**config.mk**
```make
export PLATFORM = sky130hd
export DESIGN_NAME = fpu_share_arbiter
export DESIGN_NICKNAME = d
export VERILOG_FILES = /design/src/rtl/fpu_defs.sv /design/src/rtl/fpu_rr_arbiter.sv /design/src/rtl/fpu_share_arbiter.sv
export SDC_FILE = /design/constraint.sdc
export NUM_CORES = 1
export LEC_CHECK = 0
export ABC_AREA = 1
export BUFFER_PORTS_ARGS = -buffer_cell sky130_fd_sc_hd__buf_2
export CORE_AREA = 4 4 170 172
export CTS_BUF_LIST = sky130_fd_sc_hd__clkbuf_16
export DETAILED_ROUTE_END_ITERATION = 8
export DIE_AREA = 0 0 174 176
export GPL_TIMING_DRIVEN = 0
export PLACE_DENSITY_LB_ADDON = 0.25
export SYNTH_ARGS = -nofsm -noshare
export SYNTH_HDL_FRONTEND = slang
export SYNTH_SLANG_ARGS = --single-unit
```
**constraint.sdc**
```tcl
create_clock -name clk -period 2.7 [get_ports clk]
set_clock_uncertainty 0.15 [all_clocks]
set_input_delay 0.54 -clock clk [delete_from_list [all_inputs] [get_ports clk]]
set_output_delay 0.54 -clock clk [all_outputs]
set_load 0.1 [all_outputs]
```
**src/rtl/fpu_defs.sv**
```systemverilog
// Shared FPU interface widths and payload types used by the FPU sharing logic.
package fpu_defs;

  localparam int unsigned C_OP       = 32;
  localparam int unsigned C_RM       = 3;
  localparam int unsigned C_CMD      = 4;
  localparam int unsigned C_FPU_LAT  = 2;
  // Tag id field is sized for up to 16 requesters.
  localparam int unsigned C_TAG_ID_W = 4;

  typedef struct packed {
    logic                  valid;
    logic [C_TAG_ID_W-1:0] id;
  } fpu_tag_t;

  typedef struct packed {
    logic [C_OP-1:0]  a;
    logic [C_OP-1:0]  b;
    logic [C_RM-1:0]  rm;
    logic [C_CMD-1:0] op;
  } fpu_cmd_t;

endpackage

```
**src/rtl/fpu_rr_arbiter.sv**
```systemverilog
// Combinational round-robin pick: first asserted request scanning upward from ptr.
module fpu_rr_arbiter #(
  parameter int unsigned NUM_REQ = 4,
  localparam int unsigned IDX_W  = $clog2(NUM_REQ)
) (
  input  logic [NUM_REQ-1:0] req,
  input  logic [IDX_W-1:0]   ptr,
  input  logic               en,
  output logic [NUM_REQ-1:0] gnt,
  output logic [IDX_W-1:0]   idx
);

  logic             found;
  logic [IDX_W:0]   sum;
  logic [IDX_W-1:0] pos;

  always_comb begin
    gnt   = '0;
    idx   = '0;
    found = 1'b0;
    sum   = '0;
    pos   = '0;
    for (int unsigned i = 0; i < NUM_REQ; i++) begin
      sum = {1'b0, ptr} + (IDX_W+1)'(i);
      if (sum >= (IDX_W+1)'(NUM_REQ)) sum = sum - (IDX_W+1)'(NUM_REQ);
      pos = sum[IDX_W-1:0];
      if (!found && req[pos]) begin
        found = 1'b1;
        idx   = pos;
      end
    end
    if (en && found) gnt[idx] = 1'b1;
  end

endmodule

```
**src/rtl/fpu_share_arbiter.sv**
```systemverilog
// Shares one fixed-latency FPU among NUM_REQ requesters; tags each issue with its
// owner and returns results in order, stalling the FPU while the owner is not ready.
module fpu_share_arbiter
  import fpu_defs::*;
#(
  parameter int unsigned NUM_REQ = 4,
  parameter int unsigned LATENCY = C_FPU_LAT
) (
  input  logic                     clk,
  input  logic                     rst,
  input  logic [NUM_REQ-1:0]       req_i,
  input  logic [NUM_REQ*C_OP-1:0]  operand_a_i,
  input  logic [NUM_REQ*C_OP-1:0]  operand_b_i,
  input  logic [NUM_REQ*C_RM-1:0]  rm_i,
  input  logic [NUM_REQ*C_CMD-1:0] op_i,
  output logic [NUM_REQ-1:0]       gnt_o,
  output logic [NUM_REQ-1:0]       rvalid_o,
  input  logic [NUM_REQ-1:0]       rready_i,
  output logic [C_OP-1:0]          rdata_o,
  output logic [C_OP-1:0]          fpu_operand_a_o,
  output logic [C_OP-1:0]          fpu_operand_b_o,
  output logic [C_RM-1:0]          fpu_rm_o,
  output logic [C_CMD-1:0]         fpu_op_o,
  output logic                     fpu_enable_o,
  output logic                     fpu_stall_o,
  input  logic [C_OP-1:0]          fpu_result_i,
  output logic                     busy_o
);

  localparam int unsigned IDX_W  = $clog2(NUM_REQ);
  localparam int unsigned PIPE_W = LATENCY * $bits(fpu_tag_t);

  logic [IDX_W-1:0]            ptr_q;
  logic [IDX_W-1:0]            ptr_d;
  logic [IDX_W-1:0]            win_idx;
  logic                        arb_en;
  logic                        grant;
  fpu_tag_t                    new_tag;
  fpu_tag_t                    out_tag;
  fpu_tag_t [LATENCY-1:0]      tag_q;
  logic [LATENCY-1:0]          stage_vld;
  fpu_cmd_t                    cmd;

  // Reset also masks the grant so every output reads zero while rst is high.
  assign arb_en = !fpu_stall_o && !rst;

  fpu_rr_arbiter #(.NUM_REQ(NUM_REQ)) u_arb (
    .req (req_i),
    .ptr (ptr_q),
    .en  (arb_en),
    .gnt (gnt_o),
    .idx (win_idx)
  );

  assign grant   = |gnt_o;
  assign new_tag = '{valid: grant, id: C_TAG_ID_W'(win_idx)};
  assign out_tag = tag_q[LATENCY-1];

  always_comb begin
    ptr_d = ptr_q;
    if (grant) ptr_d = (win_idx == IDX_W'(NUM_REQ-1)) ? '0 : win_idx + IDX_W'(1);
  end

  always_comb begin
    cmd = '0;
    if (grant) begin
      cmd.a  = operand_a_i[32'(win_idx)*C_OP +: C_OP];
      cmd.b  = operand_b_i[32'(win_idx)*C_OP +: C_OP];
      cmd.rm = rm_i[32'(win_idx)*C_RM +: C_RM];
      cmd.op = op_i[32'(win_idx)*C_CMD +: C_CMD];
    end
  end

  assign fpu_operand_a_o = cmd.a;
  assign fpu_operand_b_o = cmd.b;
  assign fpu_rm_o        = cmd.rm;
  assign fpu_op_o        = cmd.op;

  for (genvar i = 0; i < NUM_REQ; i++) begin : g_rvalid
    assign rvalid_o[i] = out_tag.valid && (out_tag.id == C_TAG_ID_W'(i));
  end

  for (genvar s = 0; s < LATENCY; s++) begin : g_vld
    assign stage_vld[s] = tag_q[s].valid;
  end

  // Stall only when the pending result's owner refuses it.
  assign fpu_stall_o  = out_tag.valid && !(|(rvalid_o & rready_i));
  assign rdata_o      = out_tag.valid ? fpu_result_i : '0;
  assign busy_o       = |stage_vld;
  assign fpu_enable_o = grant || busy_o;

  // Pointer and tag shift register advance together whenever the FPU is not frozen.
  always_ff @(posedge clk or posedge rst) begin
    if (rst) begin
      ptr_q <= '0;
      tag_q <= '0;
    end else if (!fpu_stall_o) begin
      ptr_q <= ptr_d;
      tag_q <= PIPE_W'({tag_q, new_tag});
    end
  end

endmodule

```
==> impl_metrics.env, run 1 <==
export IMPL_violations="negative setup slack"
export IMPL_io_buffer_count=439
export IMPL_critPathBufInv=7
export IMPL_ys_types=27
export IMPL_slew_headroom=0.600
export IMPL_cp_max_fo=8
export IMPL_maxCapViolCount=0
export IMPL_max_freq_mhz=288
export IMPL_path_delay_family="buffers and inverters"
export IMPL_grt_overflow=0
export IMPL_r2r_slack_ns=-0.09
export IMPL_hold_path_class="in -> async"
export IMPL_htreeDepth=1
export IMPL_cts_buffers=3
export IMPL_regArea_um2=201
export IMPL_use_met1=0.233
export IMPL_die_h_um=176
export IMPL_final_cell_mix="buf_2 (378), inv_1 (257), nand3_1 (215)"
export IMPL_cts_sinks=8
export IMPL_cp_required_ns=2.01
export IMPL_core_area_um2=27500
export IMPL_synthesis_nets=1287
export IMPL_yosys_warnings=0
export IMPL_wl_um=30000
export IMPL_vias=7732
export IMPL_initialDrtViolationCount=380
export IMPL_cts_buffer_depth=2
export IMPL_ant_nets=0
export IMPL_arrival_ns=2.79
export IMPL_grt_usage=0.179
export IMPL_dp_final_hpwl_um=23000
export IMPL_grt_max_degree=11
export IMPL_use_met3=0.0272
export IMPL_setup_viol=77
export IMPL_reg2regPathDepth=19
export IMPL_placedCellCount=1744
export IMPL_worstSkewPairLatency_ns=0.23
export IMPL_drcViolationCount=0
export IMPL_cts_root_buf="clkbuf_16"
export IMPL_rr_startpoint="ptr_q[0]$_DFFE_PP0P_"
export IMPL_start_kind="flop"
export IMPL_status="finished with violations"
export IMPL_start_util=0.170
export IMPL_setup_ws_ns=-0.778
export IMPL_netlist_area_um2=4680
export IMPL_rsz0062_at_grt="true"
export IMPL_slew_violations=0
export IMPL_period_share=1.29
export IMPL_die_area_um2=30600
export IMPL_mostFrequentLayoutCell="buf_2"
export IMPL_syn_area_per_cell_um2=4.88
export IMPL_routedWlPerCell_um=16.8
export IMPL_grt_pass1_vias=7685
export IMPL_path_common_cell="nand2_4"
export IMPL_ys_seq_area_frac=0.0427
export IMPL_use_met2=0.319
export IMPL_grt_pass1_wl_um=43900
export IMPL_final_nets=1768
export IMPL_crit_start="ptr_q[0]$_DFFE_PP0P_"
export IMPL_cts_tree="done"
export IMPL_hold_buffers=0
export IMPL_syn_to_final_growth_pct=122
export IMPL_fillers=2954
export IMPL_die_width_um=174
export IMPL_ys_ff_latch=8
export IMPL_critPathKind="reg -> out"
export IMPL_row_count=61
export IMPL_ioPinCount=440
export IMPL_worst_pin_slew_ns=0.600
export IMPL_drive_above_1_share=0.462
export IMPL_avgViaCountPerCell=4.33
export IMPL_hold_viol_final=0
export IMPL_final_cell_count_no_fill=1787
export IMPL_clk_pin_slew_ns=0.04
export IMPL_r2r_end="stage_vld[0]$_DFFE_PP0N_"
export IMPL_period_needed_ns=3.48
export IMPL_multiInputGateArea_um2=4140
export IMPL_gp_congestion=0.937
export IMPL_max_stage_delay_ns=0.36
export IMPL_grt_antenna_before_repair=2
export IMPL_worstPathCellList="buf_6 -> clkinv_8 -> nand2_4 -> nand2_4 -> nand2_4 -> a21oi_4 -> nand3_2 -> nand3_4 -> buf_12 -> ha_4 -> o211ai_4 -> nand2_4 -> buf_12 -> clkinv_16 -> clkbuf_16 -> a21oi_4 -> buf_12"
export IMPL_endpoint_kind="output port"
export IMPL_cp_slowest_cell="dfrtp_1"
export IMPL_synthCells=959
export IMPL_grt_busiest_layer="met2"
export IMPL_firstDrtPassIters=4
[routing by layer]
metal  vias up  share of wire
met5         -              0
met4         0          0.015
met3        36          0.053
met2       277           0.50
met1      3515           0.43
li1       3904              -
[worst max path at each step]
stage / endpoint / slack (ns) / cells after the start
final: fpu_operand_a_o[11] / -0.78 / 17
after global routing: fpu_operand_a_o[11] / -0.90 / 20
after CTS: fpu_operand_a_o[10] / -0.78 / 18
after detailed placement: fpu_operand_a_o[2] / -1.49 / 16
after global placement: fpu_operand_a_o[2] / -1.43 / 16
after floorplan: fpu_operand_a_o[0] / -0.88 / 14
[worst register-to-register path: cells and delay by family, from the launching register on]
kind | cells | cell delay, ns
compound gates | 3 | 0.44
fa+ha+maj | 1 | 0.16
buf+inv | 8 | 0.89
flops | 1 | 0.36
simple gates | 7 | 0.66
[repair_timing]
item,in CTS,in global routing
setup endpoints to repair,79,78
buffers inserted,23,9
resized for setup,380,48
pin swaps,16,15
cloned,7,1
[logic make-up after synthesis]
logic type,share of synthesized area
AO/OA/AOI/OAI,0.0978
buffers and inverters,0.303
AND/OR/NAND/NOR,0.551
flip-flops,0.0427
adder cells (fa/ha/maj),0.00534
[sequential cells by signal, summed over array words and instances, names as in the netlist]
name / count
ptr_q: 2
stage_vld: 1
out_tag: 3
tag_q: 2
[stage by stage]
step                 util  TNS [ns]  area [um2]  setup slack [ns]  hold slack (ns)
floorplan               -    -65.73        5610            -0.880            0.206
global placement    0.300   -104.00        8240             -1.43            0.322
detailed placement  0.300   -107.81        8240             -1.49            0.334
CTS                 0.371    -53.28       10200            -0.780            0.146
global route        0.378    -63.36       10400            -0.905            0.173
finish              0.378    -53.66       10400            -0.778            0.138
[cell type report]
cell class              instances  share of cell area
repair buffers                475               0.367
flip-flops and latches          8              0.0194
clock buffers                   3             0.00722
plain buffers                  73              0.0632
repair inverters                1             0.00289
diodes                          3            0.000722
well taps                     346              0.0416
multi-input cells             613               0.398
inverters                     265              0.0995
[synthesized netlist by cell type]
| library cell | count | area share |
|---|---|---|
| a21oi_1 | 61 | 0.065 |
| a21oi_2 | 11 | 0.021 |
| a41oi_1 | 1 | 0.0019 |
| buf_1 | 5 | 0.0040 |
| buf_2 | 29 | 0.031 |
| buf_4 | 8 | 0.013 |
| buf_6 | 11 | 0.026 |
| clkbuf_1 | 20 | 0.016 |
| dfrtp_1 | 8 | 0.043 |
| ha_1 | 2 | 0.0053 |
| inv_1 | 260 | 0.21 |
| inv_2 | 4 | 0.0032 |
| inv_4 | 1 | 0.0013 |
| nand2_1 | 214 | 0.17 |
| nand2_2 | 4 | 0.0053 |
| nand2_4 | 1 | 0.0024 |
| nand3_1 | 222 | 0.24 |
| nand3_2 | 2 | 0.0043 |
| nand3b_1 | 71 | 0.11 |
| nand4_1 | 1 | 0.0013 |
| nor2_1 | 12 | 0.0096 |
| nor2_4 | 1 | 0.0024 |
| nor3_1 | 1 | 0.0011 |
| nor3_2 | 1 | 0.0021 |
| o211ai_2 | 1 | 0.0027 |
| o21ai_0 | 6 | 0.0064 |
| o21ai_1 | 1 | 0.0011 |
Power of run 1 is not shown: default switching activity piles up to over one toggle a cycle in this logic, so the estimate is an artifact.
==> inputs of run 2 (changes only) <==
CELL_PAD_IN_SITES_DETAIL_PLACEMENT = 1   (was not set)
CELL_PAD_IN_SITES_GLOBAL_PLACEMENT = 2   (was not set)
CORE_AREA = not set   (was 4 4 170 172)
CORE_MARGIN = 4   (was not set)
CORE_UTILIZATION = 14   (was not set)
DIE_AREA = not set   (was 0 0 174 176)
==> impl_metrics.env, run 2 (same netlist as run 1, synthesis figures left out) <==
export IMPL_core_area_um2=32800
export IMPL_final_nets=1765
export IMPL_ioPinCount=440
export IMPL_mostFrequentLayoutCell="buf_2"
export IMPL_start_kind="flop"
export IMPL_final_cell_count_no_fill=1884
export IMPL_cts_tree="done"
export IMPL_crit_start="ptr_q[0]$_DFFE_PP0P_"
export IMPL_hold_viol_final=0
export IMPL_arrival_ns=2.78
export IMPL_violations="negative setup slack"
export IMPL_worstSkewPairLatency_ns=0.23
export IMPL_setup_ws_ns=-0.769
export IMPL_rr_startpoint="ptr_q[0]$_DFFE_PP0P_"
export IMPL_cp_max_fo=10
export IMPL_slew_violations=0
export IMPL_vias=7793
export IMPL_grt_pass1_wl_um=49500
export IMPL_grt_pass1_vias=8306
export IMPL_cp_endpoint="fpu_operand_b_o[6]"
export IMPL_clk_pin_slew_ns=0.04
export IMPL_regArea_um2=201
export IMPL_drive_above_1_share=0.459
export IMPL_fillers=4258
export IMPL_avgViaCountPerCell=4.14
export IMPL_die_area_um2=36500
export IMPL_cts_root_buf="clkbuf_16"
export IMPL_placed_area_um2=8360
export IMPL_rsz0062_at_grt="true"
export IMPL_row_count=66
export IMPL_htreeDepth=1
export IMPL_gp_congestion=0.806
export IMPL_grt_overflow=0
export IMPL_syn_to_final_growth_pct=123
export IMPL_dp_final_hpwl_um=27300
export IMPL_worst_pin_slew_ns=0.628
export IMPL_cts_buffer_depth=2
export IMPL_holdWs_ns=0.147
export IMPL_maxCapViolCount=0
export IMPL_io_buffer_count=439
export IMPL_routedWlPerCell_um=18.1
export IMPL_placedCellCount=1840
export IMPL_largest_reg_flops=3
export IMPL_reg2regPathDepth=15
export IMPL_setup_viol=76
export IMPL_cts_sinks=8
export IMPL_finalInstanceArea_um2=10400
export IMPL_max_freq_mhz=288
export IMPL_critPathKind="reg -> out"
export IMPL_final_cell_mix="buf_2 (371), inv_1 (257), nand3_1 (215)"
export IMPL_slew_headroom=0.581
export IMPL_multiInputGateArea_um2=4130
export IMPL_period_share=1.28
export IMPL_firstDrtPassIters=6
export IMPL_grt_usage=0.174
export IMPL_r2r_slack_ns=0.10
export IMPL_cts_buffers=3
export IMPL_ant_nets=0
export IMPL_drcViolationCount=0
export IMPL_grt_antenna_before_repair=9
export IMPL_grt_max_degree=11
export IMPL_die_h_um=191
export IMPL_cp_required_ns=2.01
export IMPL_status="finished with violations"
export IMPL_start_util=0.143
export IMPL_initialDrtViolationCount=194
export IMPL_endpoint_kind="output port"
export IMPL_period_needed_ns=3.47
export IMPL_preCtsSetupSlack_ns=-1.62
export IMPL_wl_um=34100
export IMPL_r2r_end="stage_vld[0]$_DFFE_PP0N_"
export IMPL_die_width_um=191
export IMPL_hold_path_class="in -> async"
## run 2: cell types whose count changed in the layout (fill, tap and decap cells not counted), moves of 3 or more
| cell | change |
|---|---|
| buf_2 | -7 |
| buf_4 | +5 |
| diode_2 | +4 |
| buf_8 | -3 |
| buf_16 | -3 |
## run 2: layer usage
layer / part of all wire / vias to the layer above / track usage
li1: - / 3902 / -
met1: 0.42 / 3620 / 0.214
met2: 0.51 / 239 / 0.323
met3: 0.056 / 28 / 0.0325
met4: 0.016 / 4 / 0.0257
met5: 0.00041 / - / 0
## run 2: cell type report
cell class	count	share of cell area
multi-input combinational	613	0.396
timing repair buffer	472	0.359
inverter	265	0.0994
buffer	73	0.0632
tap	442	0.0530
sequential	8	0.0193
clock buffer	3	0.00719
antenna	7	0.00168
timing repair inverter	1	0.00108
## run 2: through the flow
stage | utilization | setup TNS, ns
after floorplan | - | -65.73
after global placement | 0.255 | -120.35
after detailed placement | 0.255 | -118.84
after CTS | 0.314 | -53.92
after global routing | 0.318 | -65.59
final | 0.318 | -54.73
## run 2: critical path, cell delays in order, from the launching register on
cell and delay [ns]:
dfrtp_1 0.33, buf_6 0.16, clkinv_8 0.09, nand2_2 0.10
nand3_4 0.08, buf_6 0.13, a41oi_4 0.19, buf_6 0.13
nand3_4 0.10, buf_8 0.14, ha_4 0.16, o211ai_4 0.19
nand2_4 0.15, inv_12 0.16, buf_16 0.19, a21oi_4 0.05
buf_12 0.17
## run 2: how the worst min path moves through the flow
stage                                  end  slack, ns  depth (start not counted)            startpoint
floorplan           out_tag[0]$_DFFE_PP0N_       0.21                          1                   rst
global placement      tag_q[1]$_DFFE_PP0N_       0.33                          2  tag_q[1]$_DFFE_PP0N_
detailed placement    tag_q[1]$_DFFE_PP0N_       0.33                          2  tag_q[1]$_DFFE_PP0N_
CTS                   tag_q[1]$_DFFE_PP0N_       0.15                          2                   rst
global route        out_tag[4]$_DFFE_PP0N_       0.18                          2                   rst
finish              out_tag[0]$_DFFE_PP0N_       0.15                          2                   rst
## run 2: what timing repair did
action                     4_1_cts  5_1_grt
setup buffers                   24        6
cloned                           6        0
setup endpoints to repair       79       79
resized for setup              391       37
hold buffers                     0        0
pin swaps                       16       14
Power of run 2 is left out for the same reason.
==> inputs of run 3 (changes only) <==
ABC_AREA = not set   (was 1)
CAP_MARGIN = 25   (was not set)
CORE_AREA = 4 4 170 172   (was not set)
CORE_MARGIN = not set   (was 4)
CORE_UTILIZATION = not set   (was 14)
DIE_AREA = 0 0 174 176   (was not set)
HOLD_SLACK_MARGIN = 0.12   (was not set)
==> impl_metrics.env, run 3 <==
export IMPL_synth_top_area_frac=0.432
export IMPL_pwr_density_cell_nw_per_um2=1330
export IMPL_setup_viol=74
export IMPL_hold_path_class="in -> async"
export IMPL_hold_viol_final=0
export IMPL_io_buffer_count=439
export IMPL_synthMuxAreaShare=0.447
export IMPL_max_stage_delay_ns=0.22
export IMPL_cp_max_fo=8
export IMPL_final_nets=1137
export IMPL_grt_usage=0.137
export IMPL_yosysTopAreaCell="mux2i_1"
export IMPL_mostFrequentLayoutCell="buf_2"
export IMPL_async_flop_share=1.00
export IMPL_routedWlPerCell_um=19.8
export IMPL_cp_slowest_cell="o22ai_4"
export IMPL_start_util=0.121
export IMPL_ys_ff_latch=8
export IMPL_netlist_area_um2=3310
export IMPL_p_sw_frac=0.631
export IMPL_grt_pass1_vias=5258
export IMPL_ant_nets=0
export IMPL_cts_tree="done"
export IMPL_cts_buffers=3
export IMPL_die_width_um=174
export IMPL_htreeDepth=1
export IMPL_arrival_ns=2.62
export IMPL_status="finished with violations"
export IMPL_yosys_cell_count_top_type="mux2i_1"
export IMPL_max_freq_mhz=302
export IMPL_ys_seq_area_frac=0.0604
export IMPL_cts_root_buf="clkbuf_16"
export IMPL_period_share=1.23
export IMPL_clk_pin_slew_ns=0.04
export IMPL_gp_congestion=0.749
export IMPL_use_met1=0.151
export IMPL_critPathBufInv=8
export IMPL_slew_violations=0
export IMPL_synth_compound_area_frac=0.289
export IMPL_r2r_slack_ns=0.07
export IMPL_cts_sinks=8
export IMPL_die_area_um2=30600
export IMPL_synthXorXnorAreaFrac=0
export IMPL_vdd_drop_max_mv=0.567
export IMPL_setup_ws_ns=-0.608
export IMPL_yosys_warnings=0
export IMPL_cp_required_ns=2.01
export IMPL_combPwrFrac=0.954
export IMPL_syn_to_final_growth_pct=150
export IMPL_maxCapViolCount=0
export IMPL_vias=4613
export IMPL_synthesis_nets=669
export IMPL_synthCells=341
export IMPL_slew_headroom=0.623
export IMPL_core_area_um2=27500
export IMPL_initialDrtViolationCount=71
export IMPL_period_needed_ns=3.31
export IMPL_largest_reg_flops=3
export IMPL_grt_antenna_before_repair=4
export IMPL_path_delay_family="buffers and inverters"
export IMPL_synth_top_family_by_area="multiplexers"
export IMPL_synth_edff_count=0
export IMPL_synthTopCellsByArea="mux2i_1 (43%), o22ai_2 (27%), and2_1 (6.4%), dfrtp_1 (6.0%), buf_6 (5.4%)"
export IMPL_synth_flop_cell="dfrtp_1"
export IMPL_synth_commonest_cells="mux2i_1 (143), o22ai_2 (71), and2_1 (34)"
export IMPL_start_kind="input pin"
export IMPL_violations="negative setup slack"
export IMPL_final_cell_mix="buf_2 (373), mux2i_1 (141), buf_12 (86)"
export IMPL_synth_fa_ha_area_frac=0.00755
export IMPL_worstSkewPairLatency_ns=0.23
export IMPL_grt_pass1_wl_um=32600
export IMPL_drive_above_1_share=0.748
export IMPL_die_h_um=176
export IMPL_use_met3=0.0358
export IMPL_syn_area_per_cell_um2=9.72
export IMPL_netSwitchingPower_mw=6.94
export IMPL_yosys_area_share_simple=0.106
export IMPL_grt_busiest_layer="met2"
export IMPL_power_mw=11.0
export IMPL_ys_types=30
export IMPL_hold_buffers=0
export IMPL_dp_final_hpwl_um=18500
export IMPL_worstPathCellList="buf_2 -> a21oi_2 -> a2bb2oi_2 -> buf_6 -> buf_12 -> buf_12 -> inv_4 -> ha_4 -> nor2_4 -> nor4_4 -> nand2b_4 -> buf_12 -> buf_16 -> o22ai_4 -> buf_12"
export IMPL_drcViolationCount=0
export IMPL_avgViaCountPerCell=3.99
export IMPL_pwr_share_seq=0.023
export IMPL_critPathKind="in -> out"
export IMPL_grt_overflow=0
export IMPL_firstDrtPassIters=4
export IMPL_wl_um=22900
export IMPL_rsz0062_at_grt="true"
export IMPL_cts_buffer_depth=2
export IMPL_use_met2=0.266
export IMPL_p_leak_nw=3.89
export IMPL_endpoint_kind="output port"
export IMPL_ioPinCount=440
export IMPL_row_count=61
export IMPL_internal_power_mw=4.05
export IMPL_holdWs_ns=0.159
export IMPL_path_common_cell="buf_12"
export IMPL_grt_max_degree=11
export IMPL_clkPwrFrac=0.023
export IMPL_worst_pin_slew_ns=0.566
==> run 3: changes by cell type in the layout (fill, tap and decap cells not counted), moves of 9 or more <==
cell	previous run	this run
nand2_1	196	5
buf_6	17	8
o22ai_4	0	72
nand3b_1	71	1
buf_4	32	21
mux2i_1	0	141
inv_1	257	2
nand2_2	13	1
clkbuf_1	15	3
a21oi_4	72	0
nand3_1	215	0
and2_1	0	32
==> run 3: routing by layer <==
layer / share of wire / up-vias
li1: - / 2249
met1: 0.37 / 2133
met2: 0.55 / 214
met3: 0.069 / 15
met4: 0.010 / 2
met5: 0.00031 / -
==> run 3: power groups by stage <==
stage	Clock [mW]	Sequential, mW	Combinational (mW)
CTS	0.260	0.259	10.5
floorplan	0	0.230	6.61
global placement	0	0.255	8.01
detailed placement	0	0.257	8.00
finish	0.252	0.255	10.5
global route	0.266	0.267	10.9
==> run 3: kinds of logic (layout without fill, tap and decap cells) <==
group | Yosys count | after routing
fa+ha+maj | 2 | 2
flops | 8 | 8
mux | 147 | 147
simple gates | 60 | 60
compound gates | 83 | 83
other cells | 0 | 3
buf+inv | 41 | 507
==> run 3: layout make-up <==
| class | count | area (um2) |
|---|---|---|
| Antenna cell | 3 | 7.51 |
| Multi-Input combinational cell | 292 | 3480 |
| Sequential cell | 8 | 204 |
| Buffer | 36 | 405 |
| Inverter | 5 | 21.3 |
| Clock buffer | 3 | 75.1 |
| Timing Repair Buffer | 463 | 3660 |
| Tap cell | 346 | 433 |
| Fill cell | 3195 | 19200 |
==> run 3: repair_timing <==
action                                  CTS  global route
cloned                                    7             1
buffers inserted                         12             4
resized for setup                       411             9
pin swaps                                51             4
endpoints found under the setup margin   78            77
==> run 3: worst register-to-register path: stages (launching register included) <==
cell and delay [ns]:
dfrtp_2 0.43, buf_4 0.17, mux2i_1 0.12, a211oi_2 0.25, inv_2 0.12, ha_4 0.19
nor2_4 0.15, buf_4 0.12, buf_4 0.09, nor2_1 0.04, o21ai_2 0.23, buf_4 0.16
mux2_1 0.31
==> run 3: final timing paths <==
path	end	from	depth (start not counted)
hold reg to reg	tag_q[1]$_DFFE_PP0N_	tag_q[1]$_DFFE_PP0N_	2
setup / recovery	fpu_operand_b_o[0]	req_i[2]	15
max in group asynchronous	ptr_q[1]$_DFFE_PP0P_	rst	2
hold / removal	tag_q[0]$_DFFE_PP0N_	rst	2
setup reg to reg	ptr_q[1]$_DFFE_PP0P_	ptr_q[1]$_DFFE_PP0P_	12
min in group clk	tag_q[1]$_DFFE_PP0N_	tag_q[1]$_DFFE_PP0N_	2
==> run 3: through the flow <==
step                      setup TNS [ns]  cell area (um2)  worst slack [ns]  std cells   util
final                             -39.68             8290            -0.608       1156  0.302
after global routing              -47.99             8290            -0.718       1156  0.302
after CTS                         -40.59             8190            -0.637       1148  0.298
after detailed placement          -85.87             6080             -1.23       1126  0.221
after global placement            -88.23             6080             -1.25       1126  0.221
after floorplan                   -56.07             3450            -0.815        341      -
No activity file was read; power rests on OpenSTA's default activity.
